===== src/rtl/ahb_lite_arbiter2_if.sv =====
// One AHB-Lite link (address/data phase signals plus ready/read data).
// The arbiter takes one link per master (slave modport) and drives
// one link toward the shared slave (master modport).
interface ahb_lite_arbiter2_if #(
    parameter int AW = 32,
    parameter int DW = 32
);
    logic [1:0]    HTRANS;
    logic [AW-1:0] HADDR;
    logic          HWRITE;
    logic [DW-1:0] HWDATA;
    logic [DW-1:0] HRDATA;
    logic          HREADY;

    // Bus master side: issues transfers, sees ready and read data
    modport master (
        output HTRANS, HADDR, HWRITE, HWDATA,
        input  HRDATA, HREADY
    );

    // Bus slave side: accepts transfers, returns ready and read data
    modport slave (
        input  HTRANS, HADDR, HWRITE, HWDATA,
        output HRDATA, HREADY
    );
endinterface


===== src/rtl/ahb_lite_arbiter2.sv =====
// Two-master AHB-Lite arbiter in front of a single slave bus.
// A losing live request is parked in a one-entry pending slot per master;
// that master is held off on its own HREADY until the parked address has
// been issued. Word transfers only; SEQ is handled as NONSEQ.
module ahb_lite_arbiter2 #(
    parameter bit PRIORITY_MODE = 1'b0,  // 0: round-robin, 1: M0 always wins ties
    parameter int AW            = 32,
    parameter int DW            = 32
) (
    input  logic                SI_ClkIn,
    input  logic                SI_Reset,
    ahb_lite_arbiter2_if.slave  m0,
    ahb_lite_arbiter2_if.slave  m1,
    ahb_lite_arbiter2_if.master s
);
    typedef struct packed {
        logic [AW-1:0] addr;
        logic          write;
    } req_t;

    // Per-master views of the incoming links
    req_t [1:0]          live_req;
    logic [1:0]          req_on;
    logic [1:0][DW-1:0]  mst_wdata;

    assign live_req[0]  = {m0.HADDR, m0.HWRITE};
    assign live_req[1]  = {m1.HADDR, m1.HWRITE};
    assign req_on       = {m1.HTRANS[1], m0.HTRANS[1]};
    assign mst_wdata[0] = m0.HWDATA;
    assign mst_wdata[1] = m1.HWDATA;

    // Registered state
    logic [1:0] pend_v_q, pend_v_d;
    req_t [1:0] pend_q,   pend_d;
    logic       dp_v_q,   dp_v_d;
    logic       dp_own_q, dp_own_d;
    logic       last_q,   last_d;

    // Arbitration results
    logic [1:0] live;
    logic [1:0] cand;
    logic       win_v;
    logic       win;
    req_t       win_req;

    // Pick a winner from pending slots and live requests. Depends only on
    // registered state and held master inputs, so during a slave wait state
    // the same address stays on the bus.
    always_comb begin
        live  = req_on & ~pend_v_q;
        cand  = pend_v_q | live;
        win_v = |cand;
        win   = 1'b0;
        if (cand == 2'b11) begin
            win = PRIORITY_MODE ? 1'b0 : ~last_q;
        end else begin
            win = cand[1];
        end
        win_req = pend_v_q[win] ? pend_q[win] : live_req[win];
    end

    // Slave address/data phase outputs, forced idle while in reset
    always_comb begin
        s.HTRANS = 2'b00;
        s.HADDR  = '0;
        s.HWRITE = 1'b0;
        s.HWDATA = '0;
        if (!SI_Reset) begin
            if (win_v) begin
                s.HTRANS = 2'b10;
                s.HADDR  = win_req.addr;
                s.HWRITE = win_req.write;
            end
            if (dp_v_q) begin
                s.HWDATA = mst_wdata[dp_own_q];
            end
        end
    end

    // A master with a parked address is stalled until it has been issued;
    // its later data phase then completes on the slave HREADY.
    assign m0.HREADY = SI_Reset | (s.HREADY & ~pend_v_q[0]);
    assign m1.HREADY = SI_Reset | (s.HREADY & ~pend_v_q[1]);
    assign m0.HRDATA = s.HRDATA;
    assign m1.HRDATA = s.HRDATA;

    // Next-state: advance only when the slave is ready, otherwise hold
    always_comb begin
        pend_v_d = pend_v_q;
        pend_d   = pend_q;
        dp_v_d   = dp_v_q;
        dp_own_d = dp_own_q;
        last_d   = last_q;
        if (s.HREADY) begin
            dp_v_d   = win_v;
            dp_own_d = win;
            if (win_v) begin
                last_d = win;
            end
            for (int x = 0; x < 2; x++) begin
                if (win_v && (win == 1'(x))) begin
                    pend_v_d[x] = 1'b0;
                end else if (live[x]) begin
                    // Lost this round: park the address, master is stalled
                    pend_v_d[x] = 1'b1;
                    pend_d[x]   = live_req[x];
                end
            end
        end
    end

    // State register with synchronous reset; reset drops anything parked
    // or in flight, and last=1 lets M0 win the first tie.
    always_ff @(posedge SI_ClkIn) begin
        if (SI_Reset) begin
            pend_v_q <= '0;
            pend_q   <= '0;
            dp_v_q   <= 1'b0;
            dp_own_q <= 1'b0;
            last_q   <= 1'b1;
        end else begin
            pend_v_q <= pend_v_d;
            pend_q   <= pend_d;
            dp_v_q   <= dp_v_d;
            dp_own_q <= dp_own_d;
            last_q   <= last_d;
        end
    end
endmodule


===== src/flat_wrapper.sv =====
// flat-port wrapper written by rule: the top's interface ports become plain ports
module ahb_lite_arbiter2_flat 
#(
    parameter bit PRIORITY_MODE = 1'b0,                                           
    parameter int AW            = 32,
    parameter int DW            = 32
)
  (SI_ClkIn, SI_Reset, m0_HTRANS, m0_HADDR, m0_HWRITE, m0_HWDATA, m0_HRDATA, m0_HREADY, m1_HTRANS, m1_HADDR, m1_HWRITE, m1_HWDATA, m1_HRDATA, m1_HREADY, s_HTRANS, s_HADDR, s_HWRITE, s_HWDATA, s_HRDATA, s_HREADY);
  ahb_lite_arbiter2_if #(.AW(AW), .DW(DW)) m0_i ();
  ahb_lite_arbiter2_if #(.AW(AW), .DW(DW)) m1_i ();
  ahb_lite_arbiter2_if #(.AW(AW), .DW(DW)) s_i ();
  input  logic SI_ClkIn;
  input  logic SI_Reset;
  input wire logic [$bits(m0_i.HTRANS)-1:0] m0_HTRANS;
  input wire logic [$bits(m0_i.HADDR)-1:0] m0_HADDR;
  input wire logic [$bits(m0_i.HWRITE)-1:0] m0_HWRITE;
  input wire logic [$bits(m0_i.HWDATA)-1:0] m0_HWDATA;
  output wire logic [$bits(m0_i.HRDATA)-1:0] m0_HRDATA;
  output wire logic [$bits(m0_i.HREADY)-1:0] m0_HREADY;
  input wire logic [$bits(m1_i.HTRANS)-1:0] m1_HTRANS;
  input wire logic [$bits(m1_i.HADDR)-1:0] m1_HADDR;
  input wire logic [$bits(m1_i.HWRITE)-1:0] m1_HWRITE;
  input wire logic [$bits(m1_i.HWDATA)-1:0] m1_HWDATA;
  output wire logic [$bits(m1_i.HRDATA)-1:0] m1_HRDATA;
  output wire logic [$bits(m1_i.HREADY)-1:0] m1_HREADY;
  output wire logic [$bits(s_i.HTRANS)-1:0] s_HTRANS;
  output wire logic [$bits(s_i.HADDR)-1:0] s_HADDR;
  output wire logic [$bits(s_i.HWRITE)-1:0] s_HWRITE;
  output wire logic [$bits(s_i.HWDATA)-1:0] s_HWDATA;
  input wire logic [$bits(s_i.HRDATA)-1:0] s_HRDATA;
  input wire logic [$bits(s_i.HREADY)-1:0] s_HREADY;
  assign m0_i.HTRANS = m0_HTRANS;
  assign m0_i.HADDR = m0_HADDR;
  assign m0_i.HWRITE = m0_HWRITE;
  assign m0_i.HWDATA = m0_HWDATA;
  assign m0_HRDATA = m0_i.HRDATA;
  assign m0_HREADY = m0_i.HREADY;
  assign m1_i.HTRANS = m1_HTRANS;
  assign m1_i.HADDR = m1_HADDR;
  assign m1_i.HWRITE = m1_HWRITE;
  assign m1_i.HWDATA = m1_HWDATA;
  assign m1_HRDATA = m1_i.HRDATA;
  assign m1_HREADY = m1_i.HREADY;
  assign s_HTRANS = s_i.HTRANS;
  assign s_HADDR = s_i.HADDR;
  assign s_HWRITE = s_i.HWRITE;
  assign s_HWDATA = s_i.HWDATA;
  assign s_i.HRDATA = s_HRDATA;
  assign s_i.HREADY = s_HREADY;
  ahb_lite_arbiter2 #(.PRIORITY_MODE(PRIORITY_MODE), .AW(AW), .DW(DW)) u_core (.SI_ClkIn(SI_ClkIn), .SI_Reset(SI_Reset), .m0(m0_i), .m1(m1_i), .s(s_i));
endmodule

===== config.mk =====
export PLATFORM = sky130hd
export DESIGN_NAME = ahb_lite_arbiter2_flat
export DESIGN_NICKNAME = d
export VERILOG_FILES = /design/src/rtl/ahb_lite_arbiter2_if.sv /design/src/rtl/ahb_lite_arbiter2.sv /design/src/flat_wrapper.sv
export SDC_FILE = /design/constraint.sdc
export NUM_CORES = 1
export LEC_CHECK = 0
export BUFFER_PORTS_ARGS = -buffer_cell sky130_fd_sc_hd__buf_2
export CORE_AREA = 2 2 119 121
export DETAILED_ROUTE_END_ITERATION = 8
export DIE_AREA = 0 0 121 123
export GPL_TIMING_DRIVEN = 0
export PLACE_DENSITY = 0.66
export REMOVE_ABC_BUFFERS = 1
export SYNTH_ARGS = -nofsm -noshare
export SYNTH_HDL_FRONTEND = slang
export SYNTH_SLANG_ARGS = --single-unit

===== constraint.sdc =====
create_clock -name SI_ClkIn -period 1.76 [get_ports SI_ClkIn]
set_input_delay 0.088 -clock SI_ClkIn [delete_from_list [all_inputs] [get_ports SI_ClkIn]]
set_output_delay 0.088 -clock SI_ClkIn [all_outputs]
set_load 0.01 [all_outputs]

# Yosys cells after proc, flatten, opt, wreduce, memory -nomap -nowiden
# Cells that the tools add are included.
[classes]
n_addsub = 0
mul = 0
div = 0
order_cmp = 2
n_eq_ne = 1
shift = 0
mux = 22
n_bitwise = 13
n_reduce_logical = 10
[ops]
columns = ["op", "count"]
rows = [
  ["$mux W32", 6],
  ["$mux W33", 5],
  ["$mux W1", 9],
  ["$not A1 Y1", 6],
  ["$reduce_and A2 Y1", 3],
  ["$reduce_and A3 Y1", 2],
  ["$lt A1 B2 Y1 const B", 2],
  ["$mux W2", 2],
  ["$reduce_bool A2 Y1", 2],
  ["$and A1 B1 Y1", 2],
  ["$and A2 B2 Y2", 1],
  ["$eq A2 B2 Y1 const B", 1],
  ["$logic_and A1 B1 Y1", 2],
  ["$not A2 Y2", 1],
  ["$or A1 B1 Y1", 2],
  ["$or A2 B2 Y2", 1],
  ["$reduce_or A2 Y1", 1],
]
[totals]
register_bits = 71
latchBits = 0
mem_bits_rw = 0
mem_bits_ro = 0
input_bits = 169
out_inout_bits = 133
word_cells = 57
memories = 0

# Logic depth before layout (Yosys ltp)
# Gate-level depths: netlist (run 1).
[depth]
depth_word = 10
ltp_mapped = 7

# Worst setup path before layout (run 1)
# OpenSTA, ideal clock, no wires.
[synth_timing]
kind = "reg2out"
startpoint = "register u_core.pend_v_q[0]"
endpoint = "output port s_HADDR[0]"
t_arrival_ns = 1.458
t_required_ns = 1.672
slack_ns = 0.214
stages_incl_launch_ff = 7
cell_sequence = "dfxtp_1 > buf_2 > o21a_1 > or3_1 > clkbuf_1 > clkbuf_1 > o22ai_1"
[synth_between]
elab_chain_len = 10
[synth_rtl]
columns = ["item", "line_no", "rtl"]
rows = [
  ["start: declaration", "ahb_lite_arbiter2.sv:33", "logic [1:0] pend_v_q, pend_v_d;"],
  ["start signal: assignment", "ahb_lite_arbiter2.sv:122", "pend_v_q <= pend_v_d;"],
  ["$not A2 Y2", "ahb_lite_arbiter2.sv:50", "live = req_on & ~pend_v_q;"],
  ["$and A2 B2 Y2", "ahb_lite_arbiter2.sv:50", ""],
  ["$or A2 B2 Y2", "ahb_lite_arbiter2.sv:51", "cand = pend_v_q | live;"],
  ["$eq A2 B2 Y1", "ahb_lite_arbiter2.sv:54", "if (cand == 2'b11) begin"],
  ["$mux W1", "ahb_lite_arbiter2.sv:54", ""],
  ["$mux W33 (implied by the code) / $mux W1 (equally long branches) (2 in a row)", "ahb_lite_arbiter2.sv:59", "win_req = pend_v_q[win] ? pend_q[win] : live_req[win];"],
  ["$mux W33", "ahb_lite_arbiter2.sv:59", ""],
  ["$mux W32 *", "ahb_lite_arbiter2.sv:69", "if (win_v) begin"],
  ["$mux W32 *", "ahb_lite_arbiter2.sv:68", "if (!SI_Reset) begin"],
  ["end: declaration", "flat_wrapper.sv:27", "output wire logic [$bits(s_i.HADDR)-1:0] s_HADDR;"],
]
# Mark *: on every way between the ends. The rest lies on a longest branch, timed or not. The select of a mux whose other input is x is not followed.

# Worst setup path after layout (run 1)
[layout_timing]
startpoint = "register u_core.pend_v_q[1]"
endpoint = "output port s_HADDR[19]"
# Same word-level chain as after synthesis.

==> results of run 1 <==
[cells in the mapped netlist, drive strengths merged]
master,n
nor3,1
nor2b,1
inv,2
dfxtp,71
nand2b,3
o22ai,33
conb,1
mux2i,98
a21boi,1
o21ai,3
o21a,2
a21oi,67
nor2,38
or3,2
buf,92
or4,1
o2bb2ai,1
clkbuf,19
a221oi,1
a21o,2
a211oi,2
nor4,2
nand2,136
[flip-flops by register name, indices dropped and copies added, names as in the netlist]
name,cells
u_core.last_q,1
u_core.dp_own_q,1
u_core.dp_v_q,1
u_core.pend_q,66
u_core.pend_v_q,2
[placed cells by master, fill, tap and decap left out, types with 2 or more instances in the layout]
| cell type | count |
|---|---|
| buf_6 | 8 |
| buf_16 | 5 |
| dlygate4sd3_1 | 65 |
| or4_4 | 4 |
| nor2_1 | 36 |
| nand2_1 | 136 |
| buf_4 | 14 |
| clkbuf_16 | 11 |
| bufinv_16 | 2 |
| o22ai_2 | 2 |
| o2bb2ai_4 | 2 |
| dfxtp_1 | 67 |
| dfxtp_4 | 3 |
| a21oi_1 | 67 |
| nand2b_1 | 2 |
| inv_1 | 2 |
| a21o_1 | 2 |
| buf_8 | 2 |
| a211oi_1 | 2 |
| nor2_4 | 2 |
| o22ai_1 | 31 |
| mux2i_1 | 89 |
| buf_12 | 6 |
| clkinv_4 | 2 |
| or3_4 | 6 |
| mux2i_2 | 8 |
| buf_2 | 201 |
| clkinvlp_4 | 2 |
[worst min path at each step]
stage	endpoint	slack [ns]	cells after the start
after CTS	u_core.pend_q[15]$_SDFFE_PP0P_	0.005	3
after floorplan	u_core.dp_own_q$_SDFFE_PP0P_	0.16	1
after global placement	m1_HRDATA[17]	0.18	0
after detailed placement	m1_HRDATA[17]	0.18	0
final	u_core.pend_q[15]$_SDFFE_PP0P_	0.02	3
after global routing	u_core.pend_q[15]$_SDFFE_PP0P_	0.04	3
[worst register-to-register path, stage by stage, from the launching register on]
cell     delay, ns
dfxtp_4       0.38
buf_6         0.11
nor2_4        0.07
buf_4         0.19
or4_4         0.64
nand2_1       0.13
a21oi_1       0.07
[per-stage QoR]
stage,setup WS [ns],power [mW]
3_5_place_dp,-1.155,2.604
2_1_floorplan,-4.067,2.226
4_1_cts,-0.1285,4.900
6_report,-0.1766,4.914
3_3_place_gp,-6.095,2.624
5_1_grt,-0.2367,5.125
[logic make-up (layout without fill, tap and decap cells)]
| family | after synthesis | in the layout |
|---|---|---|
| flops | 71 | 71 |
| other cells | 1 | 1 |
| simple gates | 184 | 191 |
| compound gates | 112 | 113 |
| mux | 98 | 98 |
| buf+inv | 113 | 321 |
[final cells by class]
class,count,area share [%]
Sequential cell,71,21.17
Inverter,2,0.1108
Clock inverter,7,1.441
Clock buffer,9,3.325
Timing Repair Buffer,303,32.32
Tap cell,180,3.325
Multi-Input combinational cell,403,38.31
[metal layers]
metal | up-vias | track usage [%] | part of all wire (%)
li1 | 2343 | - | -
met3 | 20 | 12.92 | 13
met2 | 285 | 33.99 | 45
met1 | 2318 | 28.61 | 41
met5 | - | 4.514 | 0.31
met4 | 2 | 3.997 | 0.96
[power by group through the flow]
| stage | Clock (mW) | Combinational [mW] | Sequential [mW] |
|---|---|---|---|
| finish | 1.98 | 1.25 | 1.69 |
| CTS | 2.03 | 1.18 | 1.68 |
| floorplan | 0 | 0.505 | 1.72 |
| detailed placement | 0 | 0.883 | 1.72 |
| global placement | 0 | 0.894 | 1.73 |
| global route | 2.10 | 1.34 | 1.69 |
[timing repair]
action,4_1_cts,5_1_grt
hold endpoints to repair,65,0
pin swaps,11,13
gates resized for setup,45,14
cloned,10,4
setup endpoints to repair,131,51
hold buffers,65,0
setup buffers,23,0
==> impl_metrics.toml, run 1 <==
[power]
p_leak_nw = 3.155
ir_drop_v = 0.0004626
comb_power_share_pct = 25.3
pwr-share-seq_pct = 34.3
p_sw_share_pct = 27.82
p_int_mw = 3.547
power_density_mw_per_mm2 = 725.4
switchingPower_mw = 1.367
clkPwrFrac_pct = 40.4

[cells_and_area]
stdcell_area_sq_mm = 0.006774
syn2layout_area_growth_pct = 50.89
final_util_pct = 49.77
final_cells = 975
regArea_sq_mm = 0.001434
multiInputGateArea_sq_mm = 0.002595
nets = 959
drive_above_1_share_pct = 36.35
fillers = 1274
insertedDiodeCount = 0

[global_route]
antenna_found_initial = 0
grt_pass1_vias = 4428
grt.total_usage_pct = 22.78
grt_start_max_net_pins = 82
gr-total-overflow = 0
grt_pass1_wl_um = 25570

[detailed_routing]
vias = 4968
drtAntennaViolNets = 0
wl_per_cell_um = 18.74
dr.pass1.iters = 7
wirelength_um = 18270
drc = 0
drtIter0Drc = 273
viasPerCell = 5.095

[yosys]
synthAdderAreaFrac_pct = 0
ys_types = 28
synth_top_family_by_area = "multiplexers"
synth_area_leaders = "dfxtp_1 (32%), mux2i_1 (22%), buf_4 (12%)"
syn-cell-area_sq_mm = 0.004489
synth-compound-area-share_pct = 13.96
synthMuxAreaShare_pct = 21.85
synth_top_area_share_pct = 31.66
ys_seq_elements = 71
synthSimpleGateAreaFrac_pct = 16.19
postSynthAreaPerCell_sq_um = 7.754
yosysWarnings = 0
ys_seq_area_share_pct = 31.66
yosys.area.top_type = "dfxtp_1"
postSynthCellCount = 579
synth_xor_area_share_pct = 0

[setup_path]
reg2reg_from = "u_core.pend_v_q[1]$_SDFFE_PP0P_"
critPathRequiredTime_ns = 1.67
worst-endpoint-arrival_ns = 1.85
critPathLaunch = "u_core.pend_v_q[1]$_SDFFE_PP0P_"
start_kind = "flop"
path_buf_inv = 3
cp_top_family = "buffers and inverters"
cp_max_fo = 6
endpoint_kind = "output port"
worstSetupPathType = "reg2out"
slowest_stage = "dfxtp_4"
crit_end = "s_HADDR[19]"
reg2reg_depth = 6
r2r_end = "u_core.pend_q[5]$_SDFFE_PP0P_"
cp_num_cells = 7
worstPathCellList = "a21boi_4 > o2bb2ai_4 > buf_12 > buf_12 > mux2i_2 > o22ai_1 > buf_2"
r2r_slack_ns = 0.04
cpPeakStageDelay_ns = 0.36
cp_common_cell = "buf_12"

[sta]
hold_ws_ns = 0.02483
setup_viol = 33
slew_headroom_pct = 57.89
worst_pin_slew_ns = 0.6316
finalHoldViolCount = 0
max_freq_mhz = 516.4
fin_crit_ns = 1.937
post-route-period-util_pct = 110.0
setup-tns-final_ns = -4.198
timing.final.ws_setup_ns = -0.1766
finalMaxSlewViolations = 0
clock_skew_ns = 0.008226
rsz0062_at_grt = "yes"

[floorplan]
die_w_um = 121
rows = 43
io_pins = 302
core_area_sq_mm = 0.01361
die_h_um = 123
start_util_pct = 32.98
die_area_sq_mm = 0.01488

[run]
cap_viol_max_count = 0

[clock_tree]
path_clk_slew_ns = 0.06
cts_htree_levels = 3
cts_buffer_depth = 2
numCtsBuffers = 9
clkLatencyLatePin_ns = 0.34
clock-sinks = 71
cts_tree = "built"
cts-root-buf = "clkbuf_16"

[min_path]
holdCritPathClass = "in2reg"
hold_start = "m0_HADDR[14]"

[placement]
post-dp-hpwl_um = 10460
place_area_sq_mm = 0.005180
dp.cells = 857
numPortBuffers = 202
gp_congestion = 0.7521

[run_status]
status = "finished with violations"
violations = "negative setup slack"
Power figures use the tool's default switching activity.
==> run 2: changes to the inputs <==
Settings changed: CORE_AREA 2 2 119 121 to 2 2 117 119, CTS_BUF_LIST set to sky130_fd_sc_hd__clkbuf_4, DIE_AREA 0 0 121 123 to 0 0 119 121, PLACE_DENSITY 0.66 to 0.68.
==> impl_metrics.toml, run 2 (synthesis results as in run 1) <==
[run_status]
status = "finished with violations"
violations = "negative setup slack"

[cells_and_area]
fillers = 1237
insertedDiodeCount = 0
top_regs = "u_core.pend_q x66, u_core.pend_v_q x2"
largest_reg_flops = 66
syn2layout_area_growth_pct = 42.42
nets = 951
mostFrequentLayoutCells = "buf_2 (201), nand2_1 (136), mux2i_1 (93)"
layout_commonest_cell = "buf_2"
drive_above_1_share_pct = 35.07
max_flop_register = "u_core.pend_q"

[detailed_routing]
drtIter0Drc = 236
vias = 4927
dr.pass1.iters = 7
wl_per_cell_um = 19.41
drtAntennaViolNets = 0
drc = 0
viasPerCell = 5.116
wirelength_um = 18690

[setup_path]
slowest_stage = "dfxtp_4"
cp_max_fo = 21
cp_num_cells = 7
critPathRequiredTime_ns = 1.67
worstPathCellList = "a21boi_4 > o2bb2ai_4 > buf_12 > buf_16 > mux2i_2 > o22ai_1 > buf_2"
endpoint_kind = "output port"
cpPeakStageDelay_ns = 0.39
reg2reg_depth = 4
worst-endpoint-arrival_ns = 2.03
start_kind = "flop"
cp_top_family = "buffers and inverters"
reg2reg_from = "u_core.last_q$_SDFFE_PP1P_"
r2r_slack_ns = 0.05
r2r_end = "u_core.pend_q[1]$_SDFFE_PP0P_"
worstSetupPathType = "reg2out"
path_buf_inv = 3

[sta]
clock_skew_ns = 0.008915
hold_ws_ns = 0.08250
timing.final.ws_setup_ns = -0.3559
setup_viol = 33
post-route-period-util_pct = 120.2
rsz0062_at_grt = "yes"
fin_crit_ns = 2.116
worst_pin_slew_ns = 0.6464
finalMaxSlewViolations = 0
max_freq_mhz = 472.6
slew_headroom_pct = 56.91
setup-tns-final_ns = -9.871
finalHoldViolCount = 0

[placement]
gp_congestion = 0.8045
numPortBuffers = 202
post-dp-hpwl_um = 11450

[floorplan]
die_h_um = 121
rows = 42
die_w_um = 119
core_area_sq_mm = 0.01309
start_util_pct = 34.31
die_area_sq_mm = 0.01440
io_pins = 302

[clock_tree]
clock-sinks = 71
clkLatencyLatePin_ns = 0.46
cts-root-buf = "clkbuf_4"
cts_buffer_depth = 2
numCtsBuffers = 9
path_clk_slew_ns = 0.12
cts_tree = "built"
cts_htree_levels = 3

[power]
switchingPower_mw = 1.246
ir_drop_v = 0.0005079
comb_power_share_pct = 31.3
p_sw_share_pct = 32.69
p_int_mw = 2.567
p_leak_nw = 3.021
pwr-share-seq_pct = 44.1
power_density_mw_per_mm2 = 596.5
clkPwrFrac_pct = 24.6
totalPowerFinal_mw = 3.814

[global_route]
antenna_found_initial = 0
grt_pass1_wl_um = 26720
grt_start_max_net_pins = 82
grt_pass1_vias = 4772
grt.total_usage_pct = 24.60
gr-total-overflow = 0

[min_path]
hold_path_end = "u_core.pend_v_q[0]$_SDFFE_PP0P_"
hold_start = "m0_HTRANS[1]"
hold_depth = 3
holdCritPathClass = "in2reg"

[run]
cap_viol_max_count = 0
## run 2: layout make-up
class,instances,area [sq um],share of cell area [%]
flip-flops and latches,71,1434,22.43
clock buffers,10,75.07,1.174
repair buffers,297,2091,32.70
multi-input cells,401,2530,39.57
inverters,2,7.507,0.1174
well taps,176,220.2,3.444
clock inverters,6,36.28,0.5675
## run 2: timing repair
action,in CTS,in global routing
hold buffers,67,0
resized for setup,32,10
gates cloned,7,2
setup endpoints to repair,131,102
pin swaps,9,5
hold endpoints to repair,70,0
setup buffers,16,1
## run 2: how the worst max path moves through the flow
stage | from | to | slack, ns
floorplan | u_core.last_q$_SDFFE_PP1P_ | s_HADDR[0] | -4.07
global placement | u_core.last_q$_SDFFE_PP1P_ | s_HADDR[29] | -6.74
detailed placement | SI_Reset | s_HADDR[24] | -1.19
CTS | u_core.pend_v_q[1]$_SDFFE_PP0P_ | s_HADDR[13] | -0.37
global route | u_core.pend_v_q[1]$_SDFFE_PP0P_ | s_HADDR[17] | -0.46
finish | u_core.pend_v_q[1]$_SDFFE_PP0P_ | s_HADDR[17] | -0.36
## run 2: stage by stage
stage                     utilization [%]  setup slack [ns]  cells  area [sq um]
after floorplan                         -            -4.067    468          3767
after global placement              38.20            -6.736    846          4999
after detailed placement            39.79            -1.190    854          5206
after CTS                           48.36           -0.3681    960          6327
after global routing                48.86           -0.4560    963          6394
final                               48.86           -0.3559    963          6394
## run 2: metal layers
| metal | GRT usage [%] | vias to the layer above | wire [um] |
|---|---|---|---|
| met3 | 14.47 | 40 | 2577 |
| li1 | - | 2326 | - |
| met4 | 6.845 | 2 | 292 |
| met2 | 39.19 | 294 | 8483 |
| met5 | 10.29 | - | 92 |
| met1 | 27.11 | 2265 | 7248 |
## run 2: worst reg2reg max path: cells and delay by family, from the launching register on
| kind | cells | cell delay [ns] |
|---|---|---|
| AOI/OAI and AO/OA | 1 | 0.08 |
| buffers and inverters | 1 | 0.17 |
| and+or+nand+nor | 2 | 0.93 |
| DFF | 1 | 0.40 |
## run 2: power groups by stage
stage | registers (mW) | clock network (mW) | logic [mW]
5_1_grt | 1.69 | 1.04 | 1.29
4_1_cts | 1.68 | 0.982 | 1.16
6_report | 1.68 | 0.937 | 1.19
2_1_floorplan | 1.72 | 0 | 0.505
3_5_place_dp | 1.72 | 0 | 0.905
3_3_place_gp | 1.73 | 0 | 0.901
